**config.mk**
```make
export PLATFORM = sky130hd
export DESIGN_NAME = if_id_queue
export DESIGN_NICKNAME = d
export VERILOG_FILES = /design/src/rtl/if_id_queue.sv
export SDC_FILE = /design/constraint.sdc
export NUM_CORES = 1
export LEC_CHECK = 0
export CAP_MARGIN = 10
export CELL_PAD_IN_SITES_DETAIL_PLACEMENT = 1
export CELL_PAD_IN_SITES_GLOBAL_PLACEMENT = 1
export CORE_UTILIZATION = 42
export CTS_CLUSTER_SIZE = 25
export DETAILED_ROUTE_END_ITERATION = 10
export DONT_BUFFER_PORTS = 1
export PLACE_DENSITY_LB_ADDON = 0.1
export REMOVE_ABC_BUFFERS = 1
export SYNTH_ARGS = -nofsm -noshare
export SYNTH_HDL_FRONTEND = slang
export SYNTH_SLANG_ARGS = --single-unit
```
**constraint.sdc**
```tcl
create_clock -name clk -period 9.5 [get_ports clk]
set_clock_uncertainty 0.15 [all_clocks]
set_input_delay 0.95 -clock clk [delete_from_list [all_inputs] [get_ports clk]]
set_output_delay 0.95 -clock clk [all_outputs]
set_load 0.1 [all_outputs]
```
**src/rtl/if_id_queue.sv**
```systemverilog
// if_id_queue: DEPTH-entry elastic instruction queue between fetch and decode.
// Presents a NOP bubble when empty; flush drops every entry in one cycle.
module if_id_queue #(
  parameter int unsigned      PC_W    = 32,
  parameter int unsigned      INS_W   = 32,
  parameter int unsigned      DEPTH   = 4,
  parameter logic [INS_W-1:0] NOP_INS = INS_W'(32'h0000_0000)
) (
  input  logic                         clk,
  input  logic                         rst,
  input  logic                         push_valid_i,
  output logic                         push_ready_o,
  input  logic [PC_W-1:0]              pcPlusOne_i,
  input  logic [INS_W-1:0]             instruction_i,
  input  logic                         flush_i,
  input  logic                         pop_ready_i,
  output logic                         pop_valid_o,
  output logic [PC_W-1:0]              pcPlusOne_o,
  output logic [INS_W-1:0]             instruction_o,
  output logic [$clog2(DEPTH+1)-1:0]   count_o
);

  localparam int unsigned PTR_W = $clog2(DEPTH);
  localparam int unsigned CNT_W = $clog2(DEPTH + 1);

  typedef struct packed {
    logic [PC_W-1:0]  pc;
    logic [INS_W-1:0] ins;
  } entry_t;

  entry_t             mem_q [DEPTH];
  logic [PTR_W-1:0]   wp_q, wp_d;
  logic [PTR_W-1:0]   rp_q, rp_d;
  logic [CNT_W-1:0]   cnt_q, cnt_d;
  logic               do_push;
  logic               do_pop;
  entry_t             head;

  // Handshake qualification and next-state for pointers and occupancy.
  always_comb begin
    push_ready_o = (cnt_q != CNT_W'(DEPTH));
    pop_valid_o  = (cnt_q != CNT_W'(0));
    do_push      = push_valid_i && push_ready_o && !flush_i;
    do_pop       = pop_ready_i && pop_valid_o && !flush_i;
    wp_d         = wp_q;
    rp_d         = rp_q;
    cnt_d        = cnt_q;
    if (flush_i) begin
      wp_d  = '0;
      rp_d  = '0;
      cnt_d = '0;
    end else begin
      // Pointers wrap naturally since DEPTH is a power of two.
      if (do_push) wp_d = wp_q + PTR_W'(1);
      if (do_pop)  rp_d = rp_q + PTR_W'(1);
      unique case ({do_push, do_pop})
        2'b10:   cnt_d = cnt_q + CNT_W'(1);
        2'b01:   cnt_d = cnt_q - CNT_W'(1);
        default: cnt_d = cnt_q;
      endcase
    end
  end

  // Pointer and occupancy registers; reset behaves like a flush.
  always_ff @(posedge clk) begin
    if (rst) begin
      wp_q  <= '0;
      rp_q  <= '0;
      cnt_q <= '0;
    end else begin
      wp_q  <= wp_d;
      rp_q  <= rp_d;
      cnt_q <= cnt_d;
    end
  end

  // Entry storage; contents are left untouched by flush and reset.
  always_ff @(posedge clk) begin
    if (!rst && do_push) begin
      mem_q[wp_q] <= '{pc: pcPlusOne_i, ins: instruction_i};
    end
  end

  // Head view, gated to the bubble values when empty.
  always_comb begin
    head          = mem_q[rp_q];
    pcPlusOne_o   = pop_valid_o ? head.pc  : '0;
    instruction_o = pop_valid_o ? head.ins : NOP_INS;
    count_o       = cnt_q;
  end

endmodule
```
Yosys cells after proc, flatten, opt, wreduce, memory -nomap -nowiden
Memories as Yosys holds them, arrays and structs flattened. A register that Yosys moved wholly into a read port is not among the register bits.
Cells that the tools add are included.
W data, S select, Z words.
{ "classes": {"add_sub_neg": 4, "n_eq_ne": 3, "n_mux": 7, "reduce_logical": 10} }
{ "ops": {"columns": ["operator", "n"], "rows": [
  ["$mux W32", 2],
  ["$pmux W3 S2", 1],
  ["$logic_and A1 B1 Y1", 5],
  ["$add A2 B1 Y2 const B", 2],
  ["$mux W2", 2],
  ["$add A3 B1 Y3 const B", 1],
  ["$ne A3 B3 Y1 const B", 1],
  ["$reduce_bool A3 Y1", 1],
  ["$sub A3 B1 Y3 const B", 1],
  ["$eq A2 B1 Y1 const B", 1],
  ["$eq A2 B2 Y1 const B", 1],
  ["$logic_not A1 Y1", 2],
  ["$mux W1", 2],
  ["$reduce_bool A2 Y1", 1],
  ["$reduce_or A2 Y1", 1]
]} }
{ "totals": {"regBits": 7, "ramBits": 256, "mem_count": 1, "in_bits": 69, "word_cells": 28} }
{ "memory_table": {"columns": ["name", "words", "width", "rd", "rd_clocked_by_memory_dff", "write_ports", "line_no", "text"], "rows": [
  ["mem_q", 4, 64, 1, 1, 1, "31", "entry_t mem_q [DEPTH];"]
]} }

Longest topological paths before layout
Gate-level depths: netlist of the first run.
{ "logic_depth": {"depth_word": 6, "mapped_depth": 8, "mapped_depth_nobuf": 8} }

Least setup slack after synthesis of the first run
OpenSTA, ideal clock, no wires.
{ "synth_timing": {"path_kind": "reg-to-reg", "startpoint": "register cnt_q[0] (netlist: count_o[0])", "endpoint": "memory mem_q[0][0] (netlist bit) (enable)", "period_less_slack_ps": 7414, "path_buffers": 0, "slack_ps": 2086, "path_stages_with_launch": 4, "required_ps": 8772, "arrival_time_ps": 6686, "path_cell_list": "dfxtp_1 -> or3b_2 -> nand3b_2 -> nor3b_1"} }
{ "synth_via": {"elab_chain_len": 6} }
{ "synth_rtl": {"columns": ["element", "line_no", "text"], "rows": [
  ["start: declaration", "34", "logic [CNT_W-1:0] cnt_q, cnt_d;"],
  ["start signal: assignment", "73", "cnt_q <= cnt_d;"],
  ["$ne A3 B3 Y1", "41", "push_ready_o = (cnt_q != CNT_W'(DEPTH));"],
  ["net push_ready_o", "12", "output logic push_ready_o,"],
  ["$logic_and A1 B1 Y1 (2 in series)", "43", "do_push = push_valid_i && push_ready_o && !flush_i;"],
  ["$logic_and A1 B1 Y1", "79", "if (!rst && do_push) begin"],
  ["$mux W1", "79", null],
  ["$mux W1 (not written as such)", "80", "mem_q[wp_q] <= '{pc: pcPlusOne_i, ins: instruction_i};"],
  ["end: declaration", "31", null]
]} }
The timed path passes the listed nets, and every way through them passes these cells.

Final worst setup path of the first run
{ "layout_timing": {"startpoint": "register cnt_q[0] (netlist: count_o[0])", "endpoint": "output port instruction_o[2]"} }
{ "layout_via": {"elab_chain_len": 2} }
{ "layout_rtl": {"columns": ["element", "line_no", "text"], "rows": [
  ["$reduce_bool A3 Y1", "42", "pop_valid_o = (cnt_q != CNT_W'(0));"],
  ["net pop_valid_o", "17", "output logic pop_valid_o,"],
  ["$mux W32", "88", "instruction_o = pop_valid_o ? head.ins : NOP_INS;"],
  ["end: declaration", "19", "output logic [INS_W-1:0] instruction_o,"]
]} }
The timed path passes the listed nets, and every way through them passes these cells.

==> reports/metrics.yaml, run 1 <==
min_path:
  worstHoldPathCells: 2
  hold_path.class: "reg2reg"
  min-delay-start: "wp_q[1]$_SDFFE_PP0P_"
  min_to: "wp_q[1]$_SDFFE_PP0P_"
timing:
  finalMaxSlewViolations: 0
  setup_viol: 0
  period_needed_ns: 4.53
  fin_hold_ws_ns: 0.361
  fin_ws_ns: 4.97
  finalCritPeriodShare_pct: 47.6
  fmax_mhz: 221
  hold_violations: 0
  relSlewSlack_pct: 24.7
  rsz0062_at_grt: "false"
  worstMarginPinSlew_ns: 1.13
  fin_setup_tns_ns: 0
pwr:
  switching_share_pct: 20.3
  p_leak_nw: 3.49
  netSwitchingPower_mw: 0.487
  internal_power_mw: 1.91
  p_per_area_mw_per_mm2: 211
  p_seq_share_pct: 54.1
  ir_drop_uv: 113
  share_comb_of_total_power_pct: 4.1
  p_clk_share_pct: 41.7
final_layout:
  postLayoutCoreUtil_pct: 48.0
  areaGrowthSynthToFinish_pct: 11.2
  diodes: 0
  nFillCells: 2185
  drive_gt1_share_pct: 23.1
  final_area_mm2: 0.0114
  final_net_count: 549
critical_path:
  worst_ep_required_time_ns: 8.40
  arrival_ns: 3.43
  reg2reg_depth: 8
  r2r_end: "count_o[2]$_SDFFE_PP0P_"
  r2r_slack_ns: 5.77
  crit_path_start_kind: "flip-flop"
  r2r-start: "count_o[2]$_SDFFE_PP0P_"
  endpoint_kind: "output port"
  path_max_fanout: 65
  crit_type: "reg2out"
  crit_start: "count_o[0]$_SDFFE_PP0P_"
placement:
  post-dp-hpwl_mm: 10.7
  pre_cts_slack_ns: 5.46
  gp_congestion: 0.677
  port_buffers: 0
  placed_area_mm2: 0.0105
drt:
  via_per_inst: 5.30
  route.detailed.drc: 0
  dr.first_iter.drc_count: 222
  num_vias: 4307
  drt_wl_total_mm: 18.6
  drt_first_pass_iters: 4
  antenna_left: 0
  wl_per_cell_um: 22.9
cts:
  htree_levels: 1
  ctsResizeCount: 0
  tritoncts: "done"
  cts_setup_buffers: 0
  cts-root-buf: "clkbuf_16"
  cts_hold_buf: 0
  clk_latency_ns: 0.51
  cts_buffer_depth: 3
  cts.clk_slew.worst_paths_ns: 0.06
  clock-sinks: 265
  cts-buffers-inserted: 27
run:
  drv_cap: 0
synthesis:
  ys_types: 26
  ys_top_cells_by_area: "edfxtp_1 (75%), mux4_2 (13%), and2_1 (3.9%), dfxtp_1 (1.8%), buf_12 (1.2%)"
  syn_area_per_cell_um2: 22.3
  syn-instance-count: 458
  synth_most_common_cell: "edfxtp_1"
  netlist_area_mm2: 0.0102
  synth_seq_area_share_pct: 77.0
  yosys.area.top_type: "edfxtp_1"
  synth_top_area_share_pct: 75.2
  ys_ff_latch: 265
  ys.flop_type: "edfxtp_1"
  synth_edf_count: 256
  ys_top_cells_by_count: "edfxtp_1 (256), and2_1 (64), mux4_2 (60), dfxtp_1 (9)"
  async_flop_share_pct: 0
  yosys_warnings: 0
global_routing:
  grt_pass1_vias: 4771
  grt_usage_pct: 15.3
  grt_max_degree: 66
  grt_pass1_wl_mm: 27.8
  grt-ovfl-total: 0
  antenna_found_initial: 0
floorplanning:
  core_mm2: 0.0237
  io_pins: 138
  die_w_um: 158
  start_util_pct: 43.2
  rows: 56
  die_h_um: 158
  die_area_mm2: 0.0250
status:
  outcome: "complete, no violations"
metal layers:
metal / up-vias / track usage (%) / wire length (um)
met3: 21 / 5.01 / 1380
met2: 113 / 26.1 / 9490
li1: 1882 / - / -
met1: 2291 / 18.7 / 7460
met4: 0 / 4.12 / 269
met5: - / 0 / 0
sequential cells by signal (all words and copies together), names as in the netlist, named ones only:
signal / cells
count_o: 3
mem_q: 256
rp_q: 2
wp_q: 2
critical path, cell delays in order, from the launching register on:
cell and delay [ns]:
dfxtp_1 1.07, or3_4 0.88, and2_1 0.90
cells in the final DEF (no fill, tap or decap), types with 6 or more instances in the layout:
master and count:
and2_1 64, buf_4 9, clkbuf_1 8, clkbuf_16 27, clkinv_1 6, dfxtp_1 7, edfxtp_1 256, mux4_2 60
nor2_1 8
power groups by stage:
stage	Sequential, mW	Clock [mW]	Combinational, mW
final	1.30	1.00	0.0991
after global routing	1.30	1.07	0.103
after CTS	1.30	1.04	0.101
after detailed placement	1.32	0	0.101
after global placement	1.32	0	0.100
after floorplan	1.32	0	0.0886
kinds of logic (layout without fill, tap and decap cells):
kind of cell             Yosys count  in the layout  share of synthesized area [%]
flip-flops                       265            265                           77.0
AND/OR/NAND/NOR                   85             85                           5.03
AO/OA/AOI/OAI                      5              5                          0.306
adder cells (fa/ha/maj)            6              6                          0.808
XOR/XNOR                           4              4                          0.343
multiplexers                      66             66                           14.4
buffers and inverters             27             63                           2.11
worst max path at each step:
stage / endpoint / slack, ns / depth (start not counted)
after floorplan: mem_q[0][0]$_DFFE_PP_ / 2.09 / 3
after global placement: pcPlusOne_o[8] / 5.53 / 2
after detailed placement: pcPlusOne_o[8] / 5.46 / 2
after CTS: pcPlusOne_o[8] / 4.90 / 2
after global routing: pcPlusOne_o[8] / 4.80 / 2
final: instruction_o[2] / 4.97 / 2
area by class of cell:
class                           count  area [um^2]  share of cell area (%)
Clock buffer                       35          706                    6.21
Inverter                            5         18.8                   0.165
Multi-Input combinational cell    166         2160                    19.0
Clock inverter                     14          138                    1.21
Tap cell                          319          399                    3.51
Sequential cell                   265         7880                    69.3
Timing Repair Buffer                9         67.6                   0.594
per-stage QoR:
stage | instances | power (mW)
floorplan | 436 | 1.41
global placement | 764 | 1.42
detailed placement | 764 | 1.42
CTS | 813 | 2.44
global route | 813 | 2.48
finish | 813 | 2.40
Note: power is estimated with default switching activity, not from simulation.
==> inputs of run 2 (changes only) <==
clock period = 4.6 ns   (was 9.5 ns; I/O delays follow)
==> reports/metrics.yaml, run 2 (synthesis gave the netlist of run 1 again) <==
status:
  outcome: "complete, no violations"
placement:
  post-dp-hpwl_mm: 10.6
  pre_cts_slack_ns: 1.16
  placed_area_mm2: 0.0106
  port_buffers: 0
  gp_congestion: 0.708
min_path:
  min_to: "wp_q[0]$_SDFFE_PP0P_"
  worstHoldPathCells: 3
  min-delay-start: "flush_i"
  hold_path.class: "in2reg"
global_routing:
  grt_usage_pct: 15.7
  grt_pass1_vias: 5086
  grt_max_degree: 66
  grt_pass1_wl_mm: 29.0
  grt-ovfl-total: 0
  antenna_found_initial: 2
final_layout:
  drive_gt1_share_pct: 21.7
  final_area_mm2: 0.0122
  largest_reg_flops: 256
  nFillCells: 2139
  register_area_mm2: 0.00788
  final_net_count: 622
  areaGrowthSynthToFinish_pct: 19.4
  regMostFlops: "mem_q"
  final_cell_mix: "edfxtp_1 (256), dlygate4sd3_1 (65), and2_1 (64)"
  final_common_cell: "edfxtp_1"
  multiInputGateArea_mm2: 0.00216
floorplanning:
  core_mm2: 0.0237
  io_pins: 138
  die_area_mm2: 0.0250
  die_h_um: 158
  start_util_pct: 43.2
  rows: 56
  die_w_um: 158
cts:
  clock-sinks: 265
  htree_levels: 1
  cts-buffers-inserted: 28
  cts_hold_buf: 65
  cts.clk_slew.worst_paths_ns: 0.06
  tritoncts: "done"
  cts-root-buf: "clkbuf_16"
  cts_buffer_depth: 3
  ctsResizeCount: 0
  clk_latency_ns: 0.53
  cts_setup_buffers: 0
critical_path:
  cpPeakStageDelay_ns: 1.07
  arrival_ns: 3.20
  r2r-start: "count_o[1]$_SDFFE_PP0P_"
  crit_buf_inv: 0
  r2r_end: "count_o[2]$_SDFFE_PP0P_"
  reg2reg_depth: 8
  r2r_slack_ns: 1.15
  cp.depth: 2
  worst_ep_required_time_ns: 3.99
  path_max_fanout: 65
  crit_path_start_kind: "flip-flop"
  crit_path_top_delay_cell: "dfxtp_1"
  endpoint_kind: "output port"
  cp_cell_sequence: "or3_4 -> and2_1"
  crit_family: "simple AND/OR/NAND/NOR gates"
  crit_type: "reg2out"
timing:
  worstMarginPinSlew_ns: 1.13
  fin_ws_ns: 0.790
  fin_setup_tns_ns: 0
  finalCritPeriodShare_pct: 82.8
  setup_viol: 0
  hold_violations: 0
  fin_hold_ws_ns: 0.0200
  fmax_mhz: 262
  relSlewSlack_pct: 24.6
  rsz0062_at_grt: "false"
  period_needed_ns: 3.81
  finalMaxSlewViolations: 0
drt:
  num_vias: 4617
  via_per_inst: 5.19
  antenna_left: 0
  route.detailed.drc: 0
  wl_per_cell_um: 21.7
  drt_wl_total_mm: 19.3
  drt_first_pass_iters: 4
  dr.first_iter.drc_count: 205
pwr:
  power_mw: 5.18
  ir_drop_uv: 205
  p_leak_nw: 3.84
  p_per_area_mw_per_mm2: 425
run:
  drv_cap: 0
[run 2: metrics by stage]
stage	instances	utilization, %
after CTS	887	51.5
final	889	51.5
after global placement	771	44.9
after floorplan	436	-
after global routing	889	51.5
after detailed placement	771	44.9
[run 2: final cells by class]
class	instances	share of cell area, %
clock buffer	37	6.19
timing repair buffer	81	6.73
multi-input combinational	166	17.7
inverter	5	0.154
antenna	2	0.0410
tap	319	3.27
clock inverter	14	1.33
sequential	265	64.5
[run 2: how the worst max path moves through the flow]
stage                                       start                 endpoint  slack (ns)
final                     count_o[0]$_SDFFE_PP0P_        instruction_o[27]        0.79
after global routing      count_o[1]$_SDFFE_PP0P_        instruction_o[27]        0.65
after CTS                 count_o[1]$_SDFFE_PP0P_        instruction_o[27]        0.70
after detailed placement  count_o[0]$_SDFFE_PP0P_  count_o[2]$_SDFFE_PP0P_        1.16
after global placement    count_o[0]$_SDFFE_PP0P_  count_o[2]$_SDFFE_PP0P_        1.25
after floorplan           count_o[0]$_SDFFE_PP0P_    mem_q[0][0]$_DFFE_PP_       -2.81
[run 2: report_power, final]
part | switching, mW | total [mW] | internal (mW)
logic | 0.200 | 0.277 | 0.0770
registers | 0.0114 | 2.68 | 2.67
clock network | 0.855 | 2.22 | 1.37
total | 1.07 | 5.18 | 4.11
[run 2: tightest hold or removal path, stage by stage]
cell and delay, ns:
nor2_1 0.05, nand2_1 0.07, mux2i_1 0.06
[run 2: layer usage]
metal | up-vias | share of wire, % | track usage [%]
met1 | 2458 | 41 | 19.3
met4 | 0 | 1.7 | 4.35
met3 | 24 | 5.5 | 3.67
met2 | 110 | 51 | 27.8
li1 | 2025 | - | -
met5 | - | 0 | 0
==> patch 1, RTL diff (flow settings as in run 1) <==
Reset style: asynchronous (`rst`), changed in one clocked block.
--- a/src/rtl/if_id_queue.sv
+++ b/src/rtl/if_id_queue.sv
@@ -62,7 +62,7 @@
   end
 
   // Pointer and occupancy registers; reset behaves like a flush.
-  always_ff @(posedge clk) begin
+  always_ff @(posedge clk or posedge rst) begin
     if (rst) begin
       wp_q  <= '0;
       rp_q  <= '0;
Behaviour: differs if rst is asserted again (counterexample within 4 cycles, from zero or initial values and one cycle with rst high); with rst held inactive, the same outputs for 4 cycles.
==> patch 1 against run 1 <==
  * Design area down 0.18%
  * Register-to-register slack worse by 0.44 ns
  * Worst setup slack worse by 0.013 ns
  * Sequential cell count down 2
  * Die area down 0.29%
  * Wire length up 2.0%
  * Cell count up 0.25%
  * Area after synthesis down 0.29%
  * Synthesized cell count up 2.2%
  * Critical endpoint is now pcPlusOne_o[11]
  * Highest routed layer unchanged
Power is not compared: it rests on default switching activity, and its combinational part moved more than twofold at a synthesized area within 25%.
==> patch 1: results (changes against run 1) <==
[clocking]
cts_made_buffers=28  ; was 27
post-cts-setup-buffers=0  ; unchanged
cts_root_buf=clkbuf_16  ; unchanged
cts_resized=0  ; unchanged
clock_latency_ns=0.53  ; was 0.51 ns
cts_max_level=1  ; unchanged

[yosys]
ys_seq_area_share_pct=77.1  ; was 77.0%
async_flop_share_pct=2.66  ; was 0%
yosys-top-cells-area=edfxtp_1 75%, mux4_2 14%, and2_1 4.2%, dfrtp_1 1.7%, buf_6 0.55%  ; was edfxtp_1 75%, mux4_2 13%, and2_1 3.9%, dfxtp_1 1.8%, buf_12 1.2%
synthXorXnorAreaFrac_pct=0.344  ; was 0.343%
yosys_warnings=0  ; unchanged
synth-compound-area-share_pct=0.552  ; was 0.306%
synthMuxAreaShare_pct=14.3  ; was 14.4%
synth_common_cells=256 x edfxtp_1, 68 x and2_1, 64 x mux4_2  ; was 256 x edfxtp_1, 64 x and2_1, 60 x mux4_2
avgSynthCellArea_um2=21.8  ; was 22.3 um2
synth_cell_types=30  ; was 26
synth-adder-area-share_pct=0.687  ; was 0.808%

[worst_setup_path]
crit_start=count_o[0]$_DFFE_PP0P_  ; was count_o[0]$_SDFFE_PP0P_
arrival_ns=3.44  ; was 3.43 ns
timing.rr.start=count_o[0]$_DFFE_PP0P_  ; was count_o[2]$_SDFFE_PP0P_
reg2reg_depth=4  ; was 8
ff2ff_setup_slack_ns=5.33  ; was 5.77 ns
rr_endpoint=mem_q[0][47]$_DFFE_PP_  ; was count_o[2]$_SDFFE_PP0P_
cp-endpoint=pcPlusOne_o[11]  ; was instruction_o[2]
worst-path-max-fanout=67  ; was 65

[placement]
gp_congestion=0.715  ; was 0.677
dpl.hpwl_um=10100  ; was 10700 um

[final_layout]
regMostFlops=mem_q  ; unchanged
fin_area_mm2=0.0113  ; was 0.0114 mm2
fillers=2145  ; was 2185
nets=549  ; unchanged
largest_register_ffs=256  ; unchanged
layout-drive-gt1-share_pct=22.6  ; was 23.1%

[drt]
first_iter_violations=171  ; was 222
avgRoutedWirePerCell_um=23.3  ; was 22.9 um
route.vias.total=4368  ; was 4307
firstDrtPassIters=4  ; unchanged
via_per_inst=5.36  ; was 5.30

[global_routing]
grt_pass1_vias=4956  ; was 4771
grt_use_total_pct=15.7  ; was 15.3%
grt_pass1_wl_um=28700  ; was 27800 um
grt_max_degree=68  ; was 66

[timing]
fin_crit_sh_pct=47.8  ; was 47.6%
slew_headroom_pct=22.7  ; was 24.7%

[hold_path]
hp-class=in -> async  ; was reg -> reg

[power_and_ir_drop]
ir_drop_mv=0.147

[outcome]
status=complete, no violations  ; unchanged

[patch 1: cell types whose count changed after synthesis, moves of 4 or more]
| cell | before | now |
|---|---|---|
| buf_12 | 6 | 0 |
| dfrtp_1 | 0 | 7 |
| and2_1 | 64 | 68 |
| mux4_2 | 60 | 64 |
| buf_6 | 1 | 5 |
| mux4_1 | 4 | 0 |
| nand3_1 | 0 | 4 |
| dfxtp_1 | 9 | 0 |
[patch 1: metal layers]
metal | up-vias | GRT usage [%] | wire (um)
met5 | - | 0 | 0
li1 | 1911 | - | -
met2 | 117 | 25.7 | 9220
met3 | 28 | 4.95 | 1370
met1 | 2312 | 20.4 | 8040
met4 | 0 | 3.51 | 337
[patch 1: worst min path at each step]
stage                              startpoint                      to  slack [ns]  cells after the start
after global placement    wp_q[1]$_DFFE_PP0P_     wp_q[1]$_DFFE_PP0P_        0.41                      2
after detailed placement  wp_q[1]$_DFFE_PP0P_     wp_q[1]$_DFFE_PP0P_        0.43                      2
final                                     rst  count_o[0]$_DFFE_PP0P_        0.10                      1
after floorplan           wp_q[1]$_DFFE_PP0P_     wp_q[1]$_DFFE_PP0P_        0.39                      2
after CTS                                 rst  count_o[0]$_DFFE_PP0P_        0.09                      1
after global routing                      rst  count_o[0]$_DFFE_PP0P_        0.09                      1
[patch 1: power breakdown]
part	internal [mW]	switching, mW
combinational	0.0890	0.410
clock	0.607	0.413
sequential	1.30	0.0365
total	1.99	0.859
[patch 1: critical path, stage by stage, from the launching register on]
cell	delay (ns)
dfrtp_1	1.11
or3_4	0.84
and2_1	0.89
[patch 1: final cells by class]
class                   count  area share, %
clock inverters            16           1.08
well taps                 319           3.52
repair buffers              1         0.0662
flip-flops and latches    263           69.3
clock buffers              35           6.59
multi-input cells         178           19.3
inverters                   3         0.0992
==> patch 2, RTL diff (config.mk and constraints of run 1) <==
Without the edit above. The parameter `INS_W` goes from 32 to 48.
--- a/src/rtl/if_id_queue.sv
+++ b/src/rtl/if_id_queue.sv
@@ -2,7 +2,7 @@
 // Presents a NOP bubble when empty; flush drops every entry in one cycle.
 module if_id_queue #(
   parameter int unsigned      PC_W    = 32,
-  parameter int unsigned      INS_W   = 32,
+  parameter int unsigned      INS_W   = 48,
   parameter int unsigned      DEPTH   = 4,
   parameter logic [INS_W-1:0] NOP_INS = INS_W'(32'h0000_0000)
 ) (
Interface: changed (resized instruction_i and instruction_o); port bits go from 138 to 170. The function was not compared with the original's and may differ.
==> patch 2 against run 1 <==
  * Design area rose by 24%
  * Via count rose by 23%
  * Wire length rose by 31%
  * Total power rose by 25%
  * Combinational power rose by 23%
  * Worst setup slack got worse by 0.16 ns
  * Sequential cell count rose by 64
  * Count of clock-buffer cells in the layout rose by 10
  * Area after synthesis rose by 24%
  * Register-to-register slack got worse by 0.09 ns
  * Non-clock buffer count rose by 1
  * Critical endpoint is now pcPlusOne_o[2]
  * Largest cell class unchanged
==> patch 2: results (changes against run 1) <==
[placement]
gp_congestion=0.690  ; was 0.677
dpl.hpwl_um=13900  ; was 10700 um
pre_cts_ws_ns=5.24  ; was 5.46 ns
dpl.cell_count=932  ; was 764
dpl_cell_area_mm2=0.0130  ; was 0.0105 mm2

[global_routing]
grt_use_total_pct=16.4  ; was 15.3%
met3_usage_pct=5.35  ; was 5.01%
met2_usage_pct=28.3  ; was 26.1%
grt_use_met1_pct=19.8  ; was 18.7%
grt_max_degree=82  ; was 66

[yosys]
yosys-top-cells-area=edfxtp_1 76%, mux4_2 14%, and2_1 4.0%, dfxtp_1 1.4%, buf_12 1.3%  ; was edfxtp_1 75%, mux4_2 13%, and2_1 3.9%, dfxtp_1 1.8%, buf_12 1.2%
synthXorXnorAreaFrac_pct=0.277  ; was 0.343%
ys_seq_area_share_pct=77.4  ; was 77.0%
synth_common_cells=320 x edfxtp_1, 80 x and2_1, 80 x mux4_2  ; was 256 x edfxtp_1, 64 x and2_1, 60 x mux4_2
synth_enable_flop_cells=320  ; was 256
synth-adder-area-share_pct=0.653  ; was 0.808%
synth_cell_types=25  ; was 26
synth-compound-area-share_pct=0.247  ; was 0.306%
synthMuxAreaShare_pct=14.4  ; about the same
syn_inst=560  ; was 458

[drt]
dr_wl_met3_um=1930  ; was 1380 um
wl_met1_um=9570  ; was 7460 um
routed-wl-met2_um=12400  ; was 9490 um
via_per_inst=5.32  ; was 5.30
avgRoutedWirePerCell_um=24.4  ; was 22.9 um

[final_layout]
fillers=2664  ; was 2185
layout-drive-gt1-share_pct=24.4  ; was 23.1%
largest_register_ffs=320  ; was 256

[worst_setup_path]
worst-path-max-fanout=81  ; was 65
arrival_ns=3.58  ; was 3.43 ns

[clocking]
clock_latency_ns=0.49  ; was 0.51 ns
cts_max_level=2  ; was 1

[power_and_ir_drop]
ir_drop_mv=0.153  ; was 0.113 mV
pwr_density_cell_mw_per_mm2=213  ; was 211 mW/mm2
power.leakage_nw=4.30  ; was 3.49 nW
powerClk_mw=1.26  ; was 1.00 mW
pg_seq_mw=1.61  ; was 1.30 mW
switching_share_pct=20.9  ; was 20.3%

[timing]
fin_hold_ws_ns=0.366  ; was 0.361 ns
fin_crit_sh_pct=49.3  ; was 47.6%
slew_headroom_pct=25.7  ; was 24.7%

[outcome]
status=complete, no violations  ; unchanged

[patch 2: cell count changes in the layout (fill, tap and decap cells not counted)]
| cell | delta |
|---|---|
| inv_8 | +1 |
| clkinv_1 | +2 |
| bufinv_16 | -2 |
| clkbuf_16 | +10 |
| buf_4 | +1 |
| clkinv_4 | +1 |
| mux4_2 | +20 |
| clkinv_2 | +3 |
| mux4_1 | -4 |
| edfxtp_1 | +64 |
| and2_1 | +16 |
[patch 2: cell families after synthesis]
logic type | count (synthesis)
AO/OA/AOI/OAI | 5
XOR/XNOR | 4
adder cells (fa/ha/maj) | 6
buffers and inverters | 33
flip-flops | 329
multiplexers | 82
AND/OR/NAND/NOR | 101
[patch 2: area by class of cell]
type / instances / area [um2] / share of cell area, %
Inverter: 5 / 18.8 / 0.133
Timing Repair Buffer: 10 / 75.1 / 0.534
Clock buffer: 45 / 956 / 6.80
Tap cell: 390 / 488 / 3.47
Sequential cell: 329 / 9800 / 69.7
Multi-Input combinational cell: 198 / 2610 / 18.6
Clock inverter: 19 / 120 / 0.854
